<file path="src/rtl/noc_flit_pkg.sv">
// Shared flit definitions for the CONNECT 3x3 network endpoints.
// Holds the default field widths, the flit bit layout
// {valid, tail, dest, vc, data}, the credit width and the receive
// arbiter state type. No ports.
package noc_flit_pkg;

  localparam int FLIT_DATA_WIDTH = 64;
  localparam int DEST_BITS       = 4;
  localparam int VC_BITS         = 1;

  // Field offsets, counted from the LSB of the flit word.
  localparam int VC_LSB    = FLIT_DATA_WIDTH;
  localparam int DEST_LSB  = VC_LSB + VC_BITS;
  localparam int TAIL_BIT  = DEST_LSB + DEST_BITS;
  localparam int VALID_BIT = TAIL_BIT + 1;

  localparam int FLIT_WIDTH   = VALID_BIT + 1;
  localparam int CREDIT_WIDTH = 1 + VC_BITS;

  // ARB_HOLD keeps an offered but not yet accepted head flit on the
  // output, so a late arrival on another VC cannot replace it.
  typedef enum logic [1:0] {
    ARB_IDLE,
    ARB_HOLD,
    ARB_LOCKED
  } arb_state_e;

endpackage

</file>
<file path="src/rtl/flit_recv_endpoint_if.sv">
// Valid/ready flit stream from the receive endpoint to the compute node.
//   msg_valid : flit available          (master -> slave)
//   msg_data  : flit payload            (master -> slave)
//   msg_last  : tail bit of the flit    (master -> slave)
//   msg_vc    : VC the flit arrived on  (master -> slave)
//   msg_ready : node accepts the flit   (slave -> master)
interface flit_recv_endpoint_if #(
  parameter int DATA_W = noc_flit_pkg::FLIT_DATA_WIDTH,
  parameter int VC_W   = noc_flit_pkg::VC_BITS
);

  logic              msg_valid;
  logic              msg_ready;
  logic [DATA_W-1:0] msg_data;
  logic              msg_last;
  logic [VC_W-1:0]   msg_vc;

  modport master (output msg_valid, msg_data, msg_last, msg_vc, input msg_ready);
  modport slave  (input msg_valid, msg_data, msg_last, msg_vc, output msg_ready);

endinterface

</file>
<file path="src/rtl/flit_vc_fifo.sv">
// Show-ahead FIFO holding the flits of one virtual channel.
//   clk, rst_n  : clock, async active-low reset
//   push_i      : write push_data_i (dropped when no room is left)
//   push_data_i : entry to store
//   pop_i       : discard the head entry (caller only pops when non-empty)
//   head_o      : current head entry, valid while !empty_o
//   empty_o     : no entries stored
//   full_o      : DEPTH entries stored
module flit_vc_fifo #(
  parameter int WIDTH = 65,
  parameter int DEPTH = 4
) (
  input  logic             clk,
  input  logic             rst_n,
  input  logic             push_i,
  input  logic [WIDTH-1:0] push_data_i,
  input  logic             pop_i,
  output logic [WIDTH-1:0] head_o,
  output logic             empty_o,
  output logic             full_o
);

  localparam int PTR_W = $clog2(DEPTH);
  localparam int CNT_W = PTR_W + 1;

  logic [WIDTH-1:0] mem_q [DEPTH];
  logic [PTR_W-1:0] wr_ptr_q;
  logic [PTR_W-1:0] rd_ptr_q;
  logic [CNT_W-1:0] count_q;
  logic             push_ok;

  // A pop in the same cycle frees the slot, so a push into a full FIFO
  // is still accepted when it coincides with a pop.
  assign push_ok = push_i && ((count_q - CNT_W'(pop_i)) < CNT_W'(DEPTH));

  assign head_o  = mem_q[rd_ptr_q];
  assign empty_o = (count_q == '0);
  assign full_o  = (count_q == CNT_W'(DEPTH));

  // NOTE: the storage array has no reset; occupancy is tracked by the
  // reset pointers/count, and the top masks the head while empty.
  always_ff @(posedge clk) begin
    if (push_ok) mem_q[wr_ptr_q] <= push_data_i;
  end

  // NOTE: every sequential assignment is non-blocking so all registers
  // update from the same pre-edge values.
  always_ff @(posedge clk or negedge rst_n) begin
    if (!rst_n) begin
      wr_ptr_q <= '0;
      rd_ptr_q <= '0;
      count_q  <= '0;
    end else begin
      if (push_ok) wr_ptr_q <= wr_ptr_q + 1'b1;
      if (pop_i)   rd_ptr_q <= rd_ptr_q + 1'b1;
      count_q <= count_q + CNT_W'(push_ok) - CNT_W'(pop_i);
    end
  end

endmodule

</file>
<file path="src/rtl/flit_recv_endpoint.sv">
// Receive-side network interface for one CONNECT receive port.
//   CLK, RST_N   : clock, async active-low reset
//   flit_in      : ejected flit {valid, tail, dest, vc, data}
//   credit_out   : {valid, vc}, one cycle per dequeued flit
//   credit_en    : copy of the credit_out valid bit
//   overflow_err : sticky, a flit hit a full VC buffer and was dropped
//   dest_err     : sticky, a flit carried a dest other than MY_ID
//   msg          : valid/ready stream to the compute node
module flit_recv_endpoint #(
  parameter int FLIT_DATA_WIDTH = noc_flit_pkg::FLIT_DATA_WIDTH,
  parameter int DEST_BITS       = noc_flit_pkg::DEST_BITS,
  parameter int VC_BITS         = noc_flit_pkg::VC_BITS,
  parameter int NUM_VCS         = 2,
  parameter int BUF_DEPTH       = 4,
  parameter int MY_ID           = 0
) (
  input  logic                                       CLK,
  input  logic                                       RST_N,
  input  logic [FLIT_DATA_WIDTH+DEST_BITS+VC_BITS+1:0] flit_in,
  output logic [VC_BITS:0]                           credit_out,
  output logic                                       credit_en,
  output logic                                       overflow_err,
  output logic                                       dest_err,
  flit_recv_endpoint_if.master                       msg
);

  import noc_flit_pkg::*;

  localparam int IN_VC_LSB    = FLIT_DATA_WIDTH;
  localparam int IN_DEST_LSB  = IN_VC_LSB + VC_BITS;
  localparam int IN_TAIL_BIT  = IN_DEST_LSB + DEST_BITS;
  localparam int IN_VALID_BIT = IN_TAIL_BIT + 1;
  localparam int ENTRY_W      = FLIT_DATA_WIDTH + 1;  // {tail, data}

  // Incoming flit fields.
  logic                       in_valid;
  logic                       in_tail;
  logic [DEST_BITS-1:0]       in_dest;
  logic [VC_BITS-1:0]         in_vc;
  logic [FLIT_DATA_WIDTH-1:0] in_data;

  assign in_valid = flit_in[IN_VALID_BIT];
  assign in_tail  = flit_in[IN_TAIL_BIT];
  assign in_dest  = flit_in[IN_DEST_LSB +: DEST_BITS];
  assign in_vc    = flit_in[IN_VC_LSB +: VC_BITS];
  assign in_data  = flit_in[FLIT_DATA_WIDTH-1:0];

  // Per-VC buffers.
  logic [NUM_VCS-1:0] push;
  logic [NUM_VCS-1:0] pop;
  logic [NUM_VCS-1:0] empty;
  logic [NUM_VCS-1:0] full;
  logic [NUM_VCS-1:0] drop;
  logic [ENTRY_W-1:0] head [NUM_VCS];

  // Arbiter state and selection.
  arb_state_e         state_q;
  logic [VC_BITS-1:0] lock_vc_q;
  logic [VC_BITS-1:0] rr_ptr_q;
  logic [VC_BITS-1:0] sel_vc;
  logic               sel_found;
  logic [ENTRY_W-1:0] sel_entry;
  logic               do_pop;

  logic [VC_BITS:0]   credit_q;
  logic               overflow_q;
  logic               dest_err_q;

  for (genvar v = 0; v < NUM_VCS; v++) begin : g_vc
    assign push[v] = in_valid && (in_vc == VC_BITS'(v));
    assign pop[v]  = do_pop && (sel_vc == VC_BITS'(v));
    assign drop[v] = push[v] && full[v] && !pop[v];

    flit_vc_fifo #(
      .WIDTH (ENTRY_W),
      .DEPTH (BUF_DEPTH)
    ) u_fifo (
      .clk         (CLK),
      .rst_n       (RST_N),
      .push_i      (push[v]),
      .push_data_i ({in_tail, in_data}),
      .pop_i       (pop[v]),
      .head_o      (head[v]),
      .empty_o     (empty[v]),
      .full_o      (full[v])
    );
  end

  // Outside IDLE only the owning VC may be presented; in IDLE the first
  // non-empty VC at or after the round-robin pointer wins.
  // NOTE: both outputs get a default first, so no path leaves them
  // unassigned and no latch is inferred.
  always_comb begin
    sel_vc    = lock_vc_q;
    sel_found = 1'b0;
    if (state_q != ARB_IDLE) begin
      sel_found = !empty[lock_vc_q];
    end else begin
      for (int i = 0; i < NUM_VCS; i++) begin
        if (!sel_found && !empty[rr_ptr_q + VC_BITS'(i)]) begin
          sel_vc    = rr_ptr_q + VC_BITS'(i);
          sel_found = 1'b1;
        end
      end
    end
  end

  assign sel_entry = head[sel_vc];
  assign do_pop    = sel_found && msg.msg_ready;

  // Fields are forced to zero while nothing is offered, which also gives
  // the all-zero output during and right after reset.
  assign msg.msg_valid = sel_found;
  assign msg.msg_data  = sel_found ? sel_entry[FLIT_DATA_WIDTH-1:0] : '0;
  assign msg.msg_last  = sel_found && sel_entry[FLIT_DATA_WIDTH];
  assign msg.msg_vc    = sel_found ? sel_vc : '0;

  always_ff @(posedge CLK or negedge RST_N) begin
    if (!RST_N) begin
      state_q    <= ARB_IDLE;
      lock_vc_q  <= '0;
      rr_ptr_q   <= '0;
      credit_q   <= '0;
      overflow_q <= 1'b0;
      dest_err_q <= 1'b0;
    end else begin
      credit_q <= '0;
      if (do_pop) begin
        credit_q <= {1'b1, sel_vc};
        rr_ptr_q <= sel_vc + 1'b1;
        if (sel_entry[FLIT_DATA_WIDTH]) begin
          state_q <= ARB_IDLE;
        end else begin
          state_q   <= ARB_LOCKED;
          lock_vc_q <= sel_vc;
        end
      end else if (state_q == ARB_IDLE && sel_found) begin
        state_q   <= ARB_HOLD;
        lock_vc_q <= sel_vc;
      end

      if (|drop) overflow_q <= 1'b1;
      if (in_valid && (in_dest != DEST_BITS'(MY_ID))) dest_err_q <= 1'b1;
    end
  end

  assign credit_out   = credit_q;
  assign credit_en    = credit_q[VC_BITS];
  assign overflow_err = overflow_q;
  assign dest_err     = dest_err_q;

endmodule
</file>
<file path="src/flat_wrapper.sv">
// flat-port wrapper written by rule: the top's interface ports become plain ports
module flit_recv_endpoint_flat import noc_flit_pkg::*;
#(
  parameter int FLIT_DATA_WIDTH = noc_flit_pkg::FLIT_DATA_WIDTH,
  parameter int DEST_BITS       = noc_flit_pkg::DEST_BITS,
  parameter int VC_BITS         = noc_flit_pkg::VC_BITS,
  parameter int NUM_VCS         = 2,
  parameter int BUF_DEPTH       = 4,
  parameter int MY_ID           = 0
)
  (CLK, RST_N, flit_in, credit_out, credit_en, overflow_err, dest_err, msg_msg_valid, msg_msg_data, msg_msg_last, msg_msg_vc, msg_msg_ready);
  flit_recv_endpoint_if msg_i ();
  input  logic CLK;
  input  logic RST_N;
  input  logic [FLIT_DATA_WIDTH+DEST_BITS+VC_BITS+1:0] flit_in;
  output logic [VC_BITS:0] credit_out;
  output logic credit_en;
  output logic overflow_err;
  output logic dest_err;
  output wire logic [$bits(msg_i.msg_valid)-1:0] msg_msg_valid;
  output wire logic [$bits(msg_i.msg_data)-1:0] msg_msg_data;
  output wire logic [$bits(msg_i.msg_last)-1:0] msg_msg_last;
  output wire logic [$bits(msg_i.msg_vc)-1:0] msg_msg_vc;
  input wire logic [$bits(msg_i.msg_ready)-1:0] msg_msg_ready;
  assign msg_msg_valid = msg_i.msg_valid;
  assign msg_msg_data = msg_i.msg_data;
  assign msg_msg_last = msg_i.msg_last;
  assign msg_msg_vc = msg_i.msg_vc;
  assign msg_i.msg_ready = msg_msg_ready;
  flit_recv_endpoint #(.FLIT_DATA_WIDTH(FLIT_DATA_WIDTH), .DEST_BITS(DEST_BITS), .VC_BITS(VC_BITS), .NUM_VCS(NUM_VCS), .BUF_DEPTH(BUF_DEPTH), .MY_ID(MY_ID)) u_core (.CLK(CLK), .RST_N(RST_N), .flit_in(flit_in), .credit_out(credit_out), .credit_en(credit_en), .overflow_err(overflow_err), .dest_err(dest_err), .msg(msg_i));
endmodule
</file>
<file path="config.mk">
export PLATFORM = sky130hd
export DESIGN_NAME = flit_recv_endpoint_flat
export DESIGN_NICKNAME = d
export VERILOG_FILES = /design/src/rtl/noc_flit_pkg.sv /design/src/rtl/flit_recv_endpoint_if.sv /design/src/rtl/flit_vc_fifo.sv /design/src/rtl/flit_recv_endpoint.sv /design/src/flat_wrapper.sv
export SDC_FILE = /design/constraint.sdc
export NUM_CORES = 1
export LEC_CHECK = 0
export CORE_MARGIN = 5
export CORE_UTILIZATION = 45
export CTS_CLUSTER_SIZE = 12
export DETAILED_ROUTE_END_ITERATION = 10
export SLEW_MARGIN = 20
export SYNTH_ARGS = -nofsm -noshare
export SYNTH_HDL_FRONTEND = slang
export SYNTH_SLANG_ARGS = --single-unit
</file>
<file path="constraint.sdc">
create_clock -name CLK -period 11.1 [get_ports CLK]
set_clock_uncertainty 0.05 [all_clocks]
set_input_delay 1.665 -clock CLK [delete_from_list [all_inputs] [get_ports CLK]]
set_output_delay 1.665 -clock CLK [all_outputs]
set_load 0.02 [all_outputs]
</file>
# Yosys cells after proc, flatten, opt, wreduce, memory -nomap -nowiden
# Memories as Yosys holds them, arrays and structs flattened.
# Index checks and enable logic that the tools add are counted.
[classes]
add_sub_neg = 12
mul = 0
div_mod_pow = 0
magnitude_cmp = 6
eq_ne = 3
n_shift = 0
n_mux = 29
bitwise_logic = 3
n_reduce_logical = 28
[ops]
columns = ["operator", "n"]
rows = [
  ["65-bit 2-to-1 mux", 3],
  ["64-bit 2-to-1 mux", 1],
  ["1-bit 2-to-1 mux", 21],
  ["1-bit logical AND", 15],
  ["3-bit by 1-bit subtractor with 3-bit output", 4],
  ["2-bit by 1-bit adder with 2-bit output, second input constant", 4],
  ["2-bit 2-to-1 mux", 4],
  ["3-bit by 1-bit adder with 3-bit output", 2],
  ["3-bit equality test, second input constant", 2],
  ["3-bit zero test", 2],
  ["1-bit by 2-bit < comparator with 1-bit output, second input constant", 3],
  ["3-bit < comparator, second input constant", 2],
  ["1-bit zero test", 5],
  ["2-bit nonzero test", 2],
  ["4-bit nonzero test", 1],
  ["1-bit adder, second input constant", 2],
  ["2-bit greater-or-equal comparator, second input constant", 1],
  ["2-bit zero test", 1],
  ["2-bit != test, second input constant", 1],
  ["1-bit NOT", 2],
  ["1-bit NOT with 2-bit output", 1],
  ["2-bit AND reduction", 1],
  ["2-bit OR reduction", 1],
]
[totals]
reg_bits = 22
latchBits = 0
mem_bits_rw = 520
rom_bits = 0
in_bits = 74
out_inout_bits = 72
word_cells = 95
memories = 2
[memory_table]
columns = ["memory", "words", "width", "rd", "rd_ports_with_merged_regs", "wr", "line_no", "source"]
rows = [
  ["u_core.g_vc[0].u_fifo.mem_q", 4, 65, 1, 0, 1, "flit_vc_fifo.sv:26", "logic [WIDTH-1:0] mem_q [DEPTH];"],
  ["u_core.g_vc[1].u_fifo.mem_q", 4, 65, 1, 0, 1, "flit_vc_fifo.sv:26", ""],
]

# Logic depth before layout (Yosys ltp)
# Gate-level depths: netlist of the first run.
[logic_depth]
depth_word = 16
ltp_mapped = 13
depth_no_buf = 12

# By module
# A second synthesis of the first run with hierarchy kept.
[hier_totals]
hier_cells = 1014
hier_area_um2 = 21035.2
[by_module_without_submodules]
columns = ["module", "n_inst", "cells_each", "area_per_inst_um2", "seq_area_each_um2"]
rows = [
  ["flit_vc_fifo", 2, 377, 9843.2, 7982.7],
  ["flit_recv_endpoint", 1, 260, 1348.8, 200.2],
]

# Least setup slack after synthesis of the first run
# OpenSTA, ideal clock, no wires.
[synth_timing]
kind = "input -> register"
from = "input flit_in[64]"
to = "memory u_core.g_vc[0].u_fifo.mem_q[0][0], enable pin"
setup_time_ns = 0.430
t_arrival_ns = 3.614
t_required_ns = 10.620
setup_slack_ns = 7.006
stages = 3
n_path_buf = 0
cell_sequence = "nand2b_1 a21oi_2 and2_1"
[synth_between]
elab_chain_len = 5
[synth_rtl]
columns = ["item", "line_no", "source"]
rows = [
  ["from (decl)", "flat_wrapper.sv:15", "input logic [FLIT_DATA_WIDTH+DEST_BITS+VC_BITS+1:0] flit_in;"],
  ["1-bit NOT", "flit_recv_endpoint.sv:70", "assign push[v] = in_valid && (in_vc == VC_BITS'(v));"],
  ["1-bit logical AND", "flit_recv_endpoint.sv:70", ""],
  ["1-bit logical AND", "flit_vc_fifo.sv:34", "assign push_ok = push_i && ((count_q - CNT_W'(pop_i)) < CNT_W'(DEPTH));"],
  ["1-bit 2-to-1 mux", "flit_vc_fifo.sv:43", "if (push_ok) mem_q[wr_ptr_q] <= push_data_i;"],
  ["1-bit 2-to-1 mux (implied by the code)", "flit_vc_fifo.sv:43", ""],
  ["to (decl)", "flit_vc_fifo.sv:26", ""],
]
# No other way between the ends.

# Worst setup path in the final report of the first run
[layout_timing]
from = "register u_core.g_vc[1].u_fifo.count_q[2]"
to = "output msg_msg_data[1]"
[layout_between]
elab_chain_len = 14
elab_cells_between_ends = 23
cone_classes = "17 x mux; 1 x bitwise; 5 x reduce/logical"
[layout_rtl]
columns = ["item", "line_no", "source"]
rows = [
  ["from (decl)", "flit_vc_fifo.sv:29", "logic [CNT_W-1:0] count_q;"],
  ["from (signal assigned)", "flit_vc_fifo.sv:56", "count_q <= count_q + CNT_W'(push_ok) - CNT_W'(pop_i);"],
  ["3-bit zero test (*)", "flit_vc_fifo.sv:37", "assign empty_o = (count_q == '0);"],
  ["1-bit 2-to-1 mux (implied by the code) (2 in a row)", "flit_recv_endpoint.sv:100", "if (!sel_found && !empty[rr_ptr_q + VC_BITS'(i)]) begin"],
  ["1-bit 2-to-1 mux", "flit_recv_endpoint.sv:100", ""],
  ["1-bit 2-to-1 mux", "flit_recv_endpoint.sv:96", "if (state_q != ARB_IDLE) begin"],
  ["1-bit zero test", "flit_recv_endpoint.sv:100", ""],
  ["1-bit logical AND", "flit_recv_endpoint.sv:100", ""],
  ["1-bit 2-to-1 mux", "flit_recv_endpoint.sv:100", ""],
  ["1-bit 2-to-1 mux", "flit_recv_endpoint.sv:96", ""],
  ["1-bit NOT with 2-bit output (implied by the code)", "flit_recv_endpoint.sv:108", "assign sel_entry = head[sel_vc];"],
  ["65-bit 2-to-1 mux (implied by the code) (3 in a row)", "flit_recv_endpoint.sv:108", ""],
  ["64-bit 2-to-1 mux (*)", "flit_recv_endpoint.sv:114", "assign msg.msg_data = sel_found ? sel_entry[FLIT_DATA_WIDTH-1:0] : '0;"],
  ["to (decl)", "flat_wrapper.sv:21", "output wire logic [$bits(msg_i.msg_data)-1:0] msg_msg_data;"],
]
# Every way passes the cells marked *; elsewhere a longest branch is shown, timed or not. The select of a mux whose other input is x is not followed.

==> results of run 1 <==
==> synthesized netlist by cell type, drive strengths merged <==
master,count
o211ai,1
dfrtp,22
nand2,134
or3,2
buf,33
a21o,1
o31ai,1
inv,18
ha,12
fa,2
nand3,4
xnor2,8
mux4,130
nand2b,2
o21ai,3
a211o,1
xor2,2
and2,9
mux2i,1
nor2,5
clkbuf,20
a21bo,1
mux2,2
nand4,2
nor3,5
edfxtp,520
a31oi,3
a22o,1
a21oi,67
and3,2
o41ai,2
o21a,2
==> kinds of logic (layout without fill, tap and decap cells) <==
| kind of cell | after synthesis | in the layout | synth area share (%) |
|---|---|---|---|
| compound gates | 83 | 83 | 2.312 |
| xor+xnor | 10 | 10 | 0.4182 |
| fa+ha+maj | 14 | 14 | 0.9080 |
| buf+inv | 71 | 276 | 1.696 |
| flops | 542 | 542 | 77.18 |
| mux | 133 | 133 | 14.15 |
| other cells | 0 | 1 | 0 |
| simple gates | 165 | 165 | 3.333 |
==> flip-flops by register name, summed over array words and instances (netlist names) <==
register                     count
u_core.credit_out                2
u_core.g_vc.u_fifo.mem_q       520
u_core.state_q                   2
u_core.lock_vc_q                 1
u_core.g_vc.u_fifo.wr_ptr_q      4
u_core.g_vc.u_fifo.rd_ptr_q      4
u_core.overflow_err              1
u_core.rr_ptr_q                  1
u_core.g_vc.u_fifo.count_q       6
u_core.dest_err                  1
==> metrics by stage <==
stage	util (%)	instances	setup WS, ps
final	53.31	1831	5110
after global routing	53.31	1831	4975
after CTS	53.30	1830	5111
after detailed placement	49.74	1732	5763
after global placement	49.75	1732	5769
after floorplan	-	1018	7006
==> power by group through the flow <==
stage / logic (uW) / clock network, uW / registers (uW)
floorplan: 1730 / 0 / 2550
global placement: 2680 / 0 / 2700
detailed placement: 2680 / 0 / 2700
CTS: 2700 / 1760 / 2660
global route: 2830 / 1850 / 2690
finish: 2640 / 1720 / 2650
==> worst paths after layout <==
| path | endpoint | slack [ps] | depth (start not counted) |
|---|---|---|---|
| worst max-delay path | msg_msg_data[1] | 5110 | 7 |
| worst min-delay path | u_core.dest_err$_DFFE_PN0P_ | 420 | 1 |
| worst max register to register | u_core.g_vc[1].u_fifo.mem_q[3][9]$_DFFE_PP_ | 7670 | 6 |
| worst min register to register | u_core.dest_err$_DFFE_PN0P_ | 420 | 1 |
| max in group asynchronous | u_core.g_vc[1].u_fifo.rd_ptr_q[1]$_DFFE_PN0N_ | 9530 | 1 |
| min in group asynchronous | u_core.g_vc[0].u_fifo.rd_ptr_q[0]$_DFFE_PN0N_ | 1020 | 1 |
==> layout make-up <==
cell class | count | area [um^2]
clock buffers | 83 | 1511
repair buffers | 160 | 1559
well taps | 607 | 759.5
fillers | 3693 | 21600
diodes | 1 | 2.502
inverters | 18 | 67.56
clock inverters | 15 | 135.1
multi-input cells | 405 | 4444
flip-flops and latches | 542 | 16180
==> per-layer routing <==
layer  vias to the layer above  global-route usage, %
li1                       4418                      -
met1                      5428                  25.64
met2                       216                  29.59
met3                        67                  3.094
met4                         6                  4.510
met5                         -                      0
==> metrics.csv, run 1 <==
stage,metric,value,unit
drt,vias,10140,
placement,port_buffers,145,
global_routing,grt.total_usage,18.05,%
synthesis,synth_nets,1106,
final_layout,final_common_cell,edfxtp_1,
drt,top_layer,met5,
placement,dpl.hpwl,24.08,mm
cts,cts_root_buffer,clkbuf_16,
global_routing,grt_pass1_vias,10800,
floorplanning,core,46260,um^2
cts,hold_buffers,0,
synthesis,ys_warn_count,0,
cts,clkTransAtPathRegs,60,ps
synthesis,synth_cells,1018,
job,maxCapViolCount,0,
power_and_ir_drop,seq_power_share,37.8,%
setup_path,r2r-start,u_core.state_q[1]$_DFFE_PN0P_,
hold_path,hold_start,u_core.dest_err$_DFFE_PN0P_,
synthesis,yosysSeqAreaShare,77.18,%
sta,rsz0062_at_grt,false,
power_and_ir_drop,ir_drop,194.8,uV
drt,routed_wirelength,45.89,mm
global_routing,grt_max_degree,51,
setup_path,path_buf_inv,2,
run_status,status,finished clean,
drt,drc_errors,0,
final_layout,area_growth,17.74,%
floorplanning,pin_count,146,
sta,hold-worst-slack,419.2,ps
floorplanning,fp.dieW,225.7,um
cts,cts_buffers,55,
power_and_ir_drop,internal-power,4625,uW
final_layout,fin_nets,1270,
drt,wl_met2,22.75,mm
power_and_ir_drop,swShare,34.08,%
floorplanning,fp.dieArea,50960,um^2
sta,hold_viol,0,
cts,cts_max_level,2,
final_layout,fin_area,24660,um^2
synthesis,yosysTopAreaCell,edfxtp_1,
floorplanning,initial_core_util,45.28,%
synthesis,syn_area_per_cell,20.57,um^2
power_and_ir_drop,power.share.clock,24.5,%
drt,vias_per_cell,5.535,
cts,clkLatencyLatePin,600,ps
setup_path,cp_top_family,simple AND/OR/NAND/NOR gates,
drt,avgRoutedWirePerCell,25.06,um
sta,tightest_slew,934.3,ps
setup_path,crit_arrival,4270,ps
power_and_ir_drop,power.total,7017,uW
synthesis,synth_area_leaders,"edfxtp_1 75%, mux4_2 14%, dfrtp_1 2.6%",
setup_path,max_stage_delay,780,ps
placement,placed_area,23010,um^2
setup_path,required,9390,ps
sta,setup_tns,0,ps
cts,cts_tree,done,
setup_path,critPathMaxFanout,36,
drt,wl_met1,20.24,mm
setup_path,cp_cell_sequence,or3_4 > a31oi_4 > and2_2 > buf_4 > nand2_1 > a21oi_1 > clkdlybuf4s50_1,
placement,gp_congestion,0.7037,
drt,wl_met3,2.045,mm
floorplanning,die-height,225.7,um
final_layout,layout_common_cells,"520 x edfxtp_1, 144 x clkdlybuf4s50_1, 133 x nand2_1",
drt,ant_nets,0,
cts,cts_resized,0,
sta,finalCriticalPeriod,5990,ps
cts,clock_sinks,542,
synthesis,yosysUniqueCellTypes,41,
power_and_ir_drop,pwr-share-comb,37.7,%
power_and_ir_drop,power.switching,2392,uW
drt,drt_iter0_drc,833,
synthesis,synth_seq_cells,542,
sta,relSlewSlack,37.71,%
setup_path,cp-start-kind,register,
power_and_ir_drop,leakage,0.007965,uW
final_layout,drive_above_1_share,19.30,%
floorplanning,num_rows,79,
global_routing,antenna_found_initial,4,
synthesis,synth_area,20950,um^2
setup_path,critPathCaptureType,output pin,
sta,setup_viol,0,
cts,cts_setup_buffers,0,
hold_path,hp-class,register to register,
setup_path,startpoint,u_core.g_vc[1].u_fifo.count_q[2]$_DFF_PN0_,
synthesis,synth_top_area_share,74.55,%
power_and_ir_drop,p_per_area,284.6,nW/um^2
global_routing,grt_pass1_wl,68.94,mm
setup_path,crit_slowest_cell,and2_2,
sta,report.final.slew_viol_count,0,
sta,fin_crit_sh,53.96,%
setup_path,crit_type,register to output pin,
cts,clk_path_buf_depth,3,
global_routing,overflow,0,
drt,dr.pass1.iters,5,
sta,clock.fmax,167.0,MHz
Power figures use the tool's default switching activity.
==> run 2: changes to the inputs <==
==> constraint.sdc (replaced) <==
create_clock -name CLK -period 5.9 [get_ports CLK]
set_clock_uncertainty 0.05 [all_clocks]
set_input_delay 0.885 -clock CLK [delete_from_list [all_inputs] [get_ports CLK]]
set_output_delay 0.885 -clock CLK [all_outputs]
set_load 0.02 [all_outputs]
==> metrics.csv, run 2 (synthesis gave the netlist of run 1 again) <==
stage,metric,value,unit
sta,setup_tns,0,ps
drt,vias,10190,
setup_path,reg2reg_depth,6,
power_and_ir_drop,power.switching,4503,uW
final_layout,largest_reg_flops,520,
final_layout,drive_above_1_share,19.59,%
cts,cts_root_buffer,clkbuf_16,
floorplanning,core,46260,um^2
power_and_ir_drop,ir_drop,375.1,uV
setup_path,required,4970,ps
final_layout,multi_input_area,4444,um^2
floorplanning,die-height,225.7,um
power_and_ir_drop,internal-power,8668,uW
setup_path,critPathCaptureType,output pin,
setup_path,worst-r2r-setup-slack,2610,ps
sta,setup_viol,0,
drt,routed_wirelength,46.45,mm
placement,dpl.hpwl,24.93,mm
final_layout,final_core_utilization,53.40,%
global_routing,grt.total_usage,18.34,%
setup_path,startpoint,u_core.g_vc[1].u_fifo.count_q[2]$_DFF_PN0_,
cts,cts_tree,done,
hold_path,whs_path_depth,1,
floorplanning,fp.dieW,225.7,um
setup_path,critPathMaxFanout,34,
sta,rsz0062_at_grt,false,
power_and_ir_drop,leakage,0.007997,uW
hold_path,whs_endpoint,u_core.dest_err$_DFFE_PN0P_,
global_routing,grt_pass1_wl,69.73,mm
cts,clkTransAtPathRegs,60,ps
cts,hold_buffers,0,
final_layout,fill_cells,3652,
floorplanning,initial_core_util,45.28,%
sta,report.final.slew_viol_count,0,
sta,fin_crit_sh,83.94,%
job,maxCapViolCount,0,
global_routing,grt_max_degree,52,
drt,drc_errors,0,
final_layout,fin_nets,1279,
setup_path,r2r-end,u_core.g_vc[1].u_fifo.mem_q[2][5]$_DFFE_PP_,
setup_path,cp-start-kind,register,
power_and_ir_drop,p_per_area,533.2,nW/um^2
run_status,status,finished clean,
final_layout,final_common_cell,edfxtp_1,
final_layout,area_growth,17.95,%
cts,cts_resized,0,
power_and_ir_drop,swShare,34.19,%
final_layout,largestRegisters,"u_core.g_vc.u_fifo.mem_q (520), u_core.g_vc.u_fifo.count_q (6)",
drt,ant_nets,0,
hold_path,hp-class,register to register,
power_and_ir_drop,seq_power_share,38.7,%
placement,port_buffers,145,
drt,avgRoutedWirePerCell,25.28,um
final_layout,top_register,u_core.g_vc.u_fifo.mem_q,
setup_path,crit_arrival,4020,ps
global_routing,antenna_found_initial,3,
floorplanning,pin_count,146,
cts,cts_max_level,2,
cts,clkLatencyLatePin,590,ps
sta,finalCriticalPeriod,4953,ps
hold_path,hold_start,u_core.dest_err$_DFFE_PN0P_,
cts,clk_path_buf_depth,3,
floorplanning,fp.dieArea,50960,um^2
drt,drt_iter0_drc,744,
cts,cts_buffers,55,
cts,clock_sinks,542,
setup_path,r2r-start,u_core.state_q[1]$_DFFE_PN0P_,
placement,gp_congestion,0.7346,
power_and_ir_drop,pwr-share-comb,37.6,%
final_layout,regArea,16180,um^2
sta,relSlewSlack,33.56,%
final_layout,layout_common_cells,"520 x edfxtp_1, 145 x clkdlybuf4s50_1, 133 x nand2_1",
drt,dr.pass1.iters,5,
setup_path,crit_type,register to output pin,
global_routing,grt_pass1_vias,10630,
drt,vias_per_cell,5.549,
global_routing,overflow,0,
sta,hold_viol,0,
floorplanning,num_rows,79,
power_and_ir_drop,power.share.clock,23.8,%
cts,cts_setup_buffers,0,
sta,clock.fmax,201.9,MHz
sta,tightest_slew,996.6,ps
final_layout,n_antenna_cell,0,
==> run 2: metrics by stage <==
step	total power, uW	hold WS (ps)	setup slack (ps)	instances	cell area, um^2
after CTS	13390	432.5	878.6	1837	24700
after global placement	10200	401.0	1579	1741	23110
after detailed placement	10230	413.4	1527	1741	23110
after floorplan	8054	460.4	2394	1018	20950
after global routing	13860	450.2	686.5	1837	24700
final	13170	419.5	947.3	1837	24700
==> run 2: final cells by class <==
type                    instances  share of cell area [%]
clock inverters                16                  0.3343
clock buffers                  80                   6.123
flip-flops and latches        542                   65.50
repair buffers                169                   6.706
multi-input cells             405                   17.99
inverters                      18                  0.2735
well taps                     607                   3.074
==> run 2: how the worst max path moves through the flow <==
| stage | end | slack (ps) |
|---|---|---|
| CTS | msg_msg_data[32] | 880 |
| global route | msg_msg_data[32] | 690 |
| floorplan | u_core.g_vc[0].u_fifo.mem_q[0][0]$_DFFE_PP_ | 2390 |
| global placement | msg_msg_data[52] | 1580 |
| finish | msg_msg_data[32] | 950 |
| detailed placement | msg_msg_data[32] | 1530 |
==> run 2: power groups by stage <==
stage,Combinational (uW),Clock [uW],Sequential (uW)
floorplan,3250,0,4800
global placement,5020,0,5180
detailed placement,5040,0,5200
CTS,5060,3210,5120
global route,5310,3370,5170
finish,4950,3130,5100
==> run 2: per-layer routing <==
layer | routed length (um) | up-vias | global-route usage (%)
li1 | - | 4433 | -
met5 | 35 | - | 0
met3 | 2770 | 61 | 3.926
met1 | 20520 | 5408 | 26.89
met4 | 691 | 6 | 3.514
met2 | 22430 | 286 | 29.11
==> run 2: critical path: stages (launching register included) <==
cell	delay (ps)
dfrtp_1	430
or3_4	450
a31oi_4	250
and2_2	830
buf_4	410
nand2_1	80
a21oi_1	280
clkdlybuf4s50_1	670
==> run 3: changes to the inputs <==
--- a/config.mk
+++ b/config.mk
@@ -9,6 +9,7 @@
 export CORE_UTILIZATION = 45
 export CTS_CLUSTER_SIZE = 12
 export DETAILED_ROUTE_END_ITERATION = 10
+export PLACE_DENSITY = 0.66
 export SLEW_MARGIN = 20
 export SYNTH_ARGS = -nofsm -noshare
 export SYNTH_HDL_FRONTEND = slang
==> constraint.sdc (replaced) <==
create_clock -name CLK -period 4 [get_ports CLK]
set_clock_uncertainty 0.05 [all_clocks]
set_input_delay 0.6 -clock CLK [delete_from_list [all_inputs] [get_ports CLK]]
set_output_delay 0.6 -clock CLK [all_outputs]
set_load 0.02 [all_outputs]
==> metrics.csv, run 3 (synthesis gave the netlist of run 1 again) <==
stage,metric,value,unit
run_status,status,finished clean,
power_and_ir_drop,pwr-share-comb,39.0,%
final_layout,largest_reg_flops,520,
sta,relSlewSlack,39.74,%
floorplanning,die-height,225.7,um
sta,tightest_slew,901.1,ps
setup_path,startpoint,u_core.g_vc[1].u_fifo.count_q[2]$_DFF_PN0_,
setup_path,path_buf_inv,2,
final_layout,layout_common_cells,"520 x edfxtp_1, 133 x nand2_1, 130 x mux4_2, 130 x clkdlybuf4s50_1, 65 x a21oi_1",
drt,vias_per_cell,5.471,
floorplanning,num_rows,79,
final_layout,fill_cells,3597,
floorplanning,fp.dieArea,50960,um^2
floorplanning,initial_core_util,45.28,%
final_layout,regArea,16180,um^2
floorplanning,pin_count,146,
setup_path,crit_slowest_cell,clkdlybuf4s50_1,
sta,fin_ws,173.6,ps
final_layout,final_common_cell,edfxtp_1,
hold_path,hp-class,register to register,
final_layout,fin_nets,1285,
setup_path,r2r-end,u_core.g_vc[1].u_fifo.count_q[2]$_DFF_PN0_,
placement,place_ws,539.8,ps
power_and_ir_drop,leakage,0.008224,uW
setup_path,cp-start-kind,register,
cts,cts_setup_buffers,0,
setup_path,critPathCapture,msg_msg_data[11],
floorplanning,core,46260,um^2
placement,placed_area,23390,um^2
drt,vias,10050,
cts,cts_root_buffer,clkbuf_16,
job,maxCapViolCount,0,
sta,setup_viol,0,
cts,cts_max_level,2,
sta,clock.fmax,261.3,MHz
final_layout,multi_input_area,4451,um^2
setup_path,cp_cell_sequence,or3_4 > a31oi_4 > and2_2 > buf_12 > nand2_1 > a21oi_1 > clkdlybuf4s50_1,
global_routing,grt_pass1_wl,67.50,mm
cts,clk_path_buf_depth,3,
power_and_ir_drop,ir_drop,480.3,uV
setup_path,worst-path-stages,7,
final_layout,area_growth,19.37,%
power_and_ir_drop,swShare,33.79,%
cts,clock_sinks,542,
cts,clkTransAtPathRegs,60,ps
drt,drc_errors,0,
final_layout,drive_above_1_share,20.33,%
setup_path,critPathMaxFanout,34,
setup_path,cp_top_family,buffers and inverters,
final_layout,n_antenna_cell,0,
final_layout,largestRegisters,"u_core.g_vc.u_fifo.mem_q (520), u_core.g_vc.u_fifo.count_q (6)",
global_routing,grt_max_degree,69,
global_routing,grt.total_usage,17.75,%
placement,port_buffers,145,
final_layout,fin_area,25000,um^2
drt,routed_wirelength,44.62,mm
cts,cts_buffers,55,
power_and_ir_drop,power.share.clock,23.3,%
placement,dpl.hpwl,25.24,mm
sta,finalCriticalPeriod,3826,ps
drt,avgRoutedWirePerCell,24.29,um
setup_path,r2r-start,u_core.g_vc[0].u_fifo.count_q[2]$_DFF_PN0_,
setup_path,reg2reg_depth,12,
drt,dr.pass1.iters,5,
setup_path,critPathCaptureType,output pin,
sta,fin_crit_sh,95.66,%
power_and_ir_drop,p_per_area,776.6,nW/um^2
setup_path,required,3350,ps
power_and_ir_drop,seq_power_share,37.7,%
setup_path,worst-r2r-setup-slack,850,ps
setup_path,crit_type,register to output pin,
drt,drt_iter0_drc,724,
drt,ant_nets,0,
power_and_ir_drop,internal-power,12860,uW
cts,cts_tree,done,
global_routing,grt_pass1_vias,10610,
sta,setup_tns,0,ps
setup_path,crit_arrival,3180,ps
sta,rsz0062_at_grt,false,
cts,hold_buffers,0,
final_layout,top_register,u_core.g_vc.u_fifo.mem_q,
cts,clkLatencyLatePin,590,ps
power_and_ir_drop,power.switching,6562,uW
placement,gp_congestion,0.7340,
sta,report.final.slew_viol_count,0,
global_routing,antenna_found_initial,5,
setup_path,max_stage_delay,650,ps
sta,hold_viol,0,
floorplanning,fp.dieW,225.7,um
global_routing,overflow,0,
==> run 3: cell type report <==
cell class / count / share of cell area (%)
Clock buffer: 72 / 5.845
Clock inverter: 18 / 0.3903
Inverter: 18 / 0.2702
Multi-Input combinational cell: 405 / 17.80
Sequential cell: 542 / 64.72
Tap cell: 607 / 3.038
Timing Repair Buffer: 175 / 7.942
==> run 3: repair_timing <==
item	4_1_cts	5_1_grt
gates cloned	0	0
endpoints found under the setup margin	13	38
resized for setup	5	17
==> run 3: layer usage <==
metal,track usage (%),routed length (um),vias up
li1,-,-,4448
met1,26.12,20130,5292
met2,27.71,21210,245
met3,3.874,2449,58
met4,4.061,780,8
met5,0,43,-
==> run 3: stage by stage <==
step           hold slack, ps  power (uW)  utilization [%]  std cells
6_report                441.3       19420            54.05       1837
5_1_grt                 454.4       20440            54.05       1837
4_1_cts                 448.2       19740            53.95       1837
3_5_place_dp            416.0       15170            50.57       1747
3_3_place_gp            409.9       15120            50.57       1747
2_1_floorplan           254.4       11880                -       1018
==> run 3: how the worst min path moves through the flow <==
stage,cells past startpoint,startpoint,end
after floorplan,0,RST_N,u_core.credit_out[0]$_DFF_PN0_
after global placement,1,u_core.dest_err$_DFFE_PN0P_,u_core.dest_err$_DFFE_PN0P_
after detailed placement,1,u_core.dest_err$_DFFE_PN0P_,u_core.dest_err$_DFFE_PN0P_
after CTS,1,u_core.dest_err$_DFFE_PN0P_,u_core.dest_err$_DFFE_PN0P_
after global routing,1,u_core.dest_err$_DFFE_PN0P_,u_core.dest_err$_DFFE_PN0P_
final,1,u_core.dest_err$_DFFE_PN0P_,u_core.dest_err$_DFFE_PN0P_
==> run 3: power groups by stage <==
stage          logic (uW)  clock network, uW  registers [uW]
2_1_floorplan        4800                  0            7080
3_3_place_gp         7700                  0            7410
3_5_place_dp         7730                  0            7440
4_1_cts              7760               4650            7330
5_1_grt              8170               4890            7380
6_report             7580               4520            7310
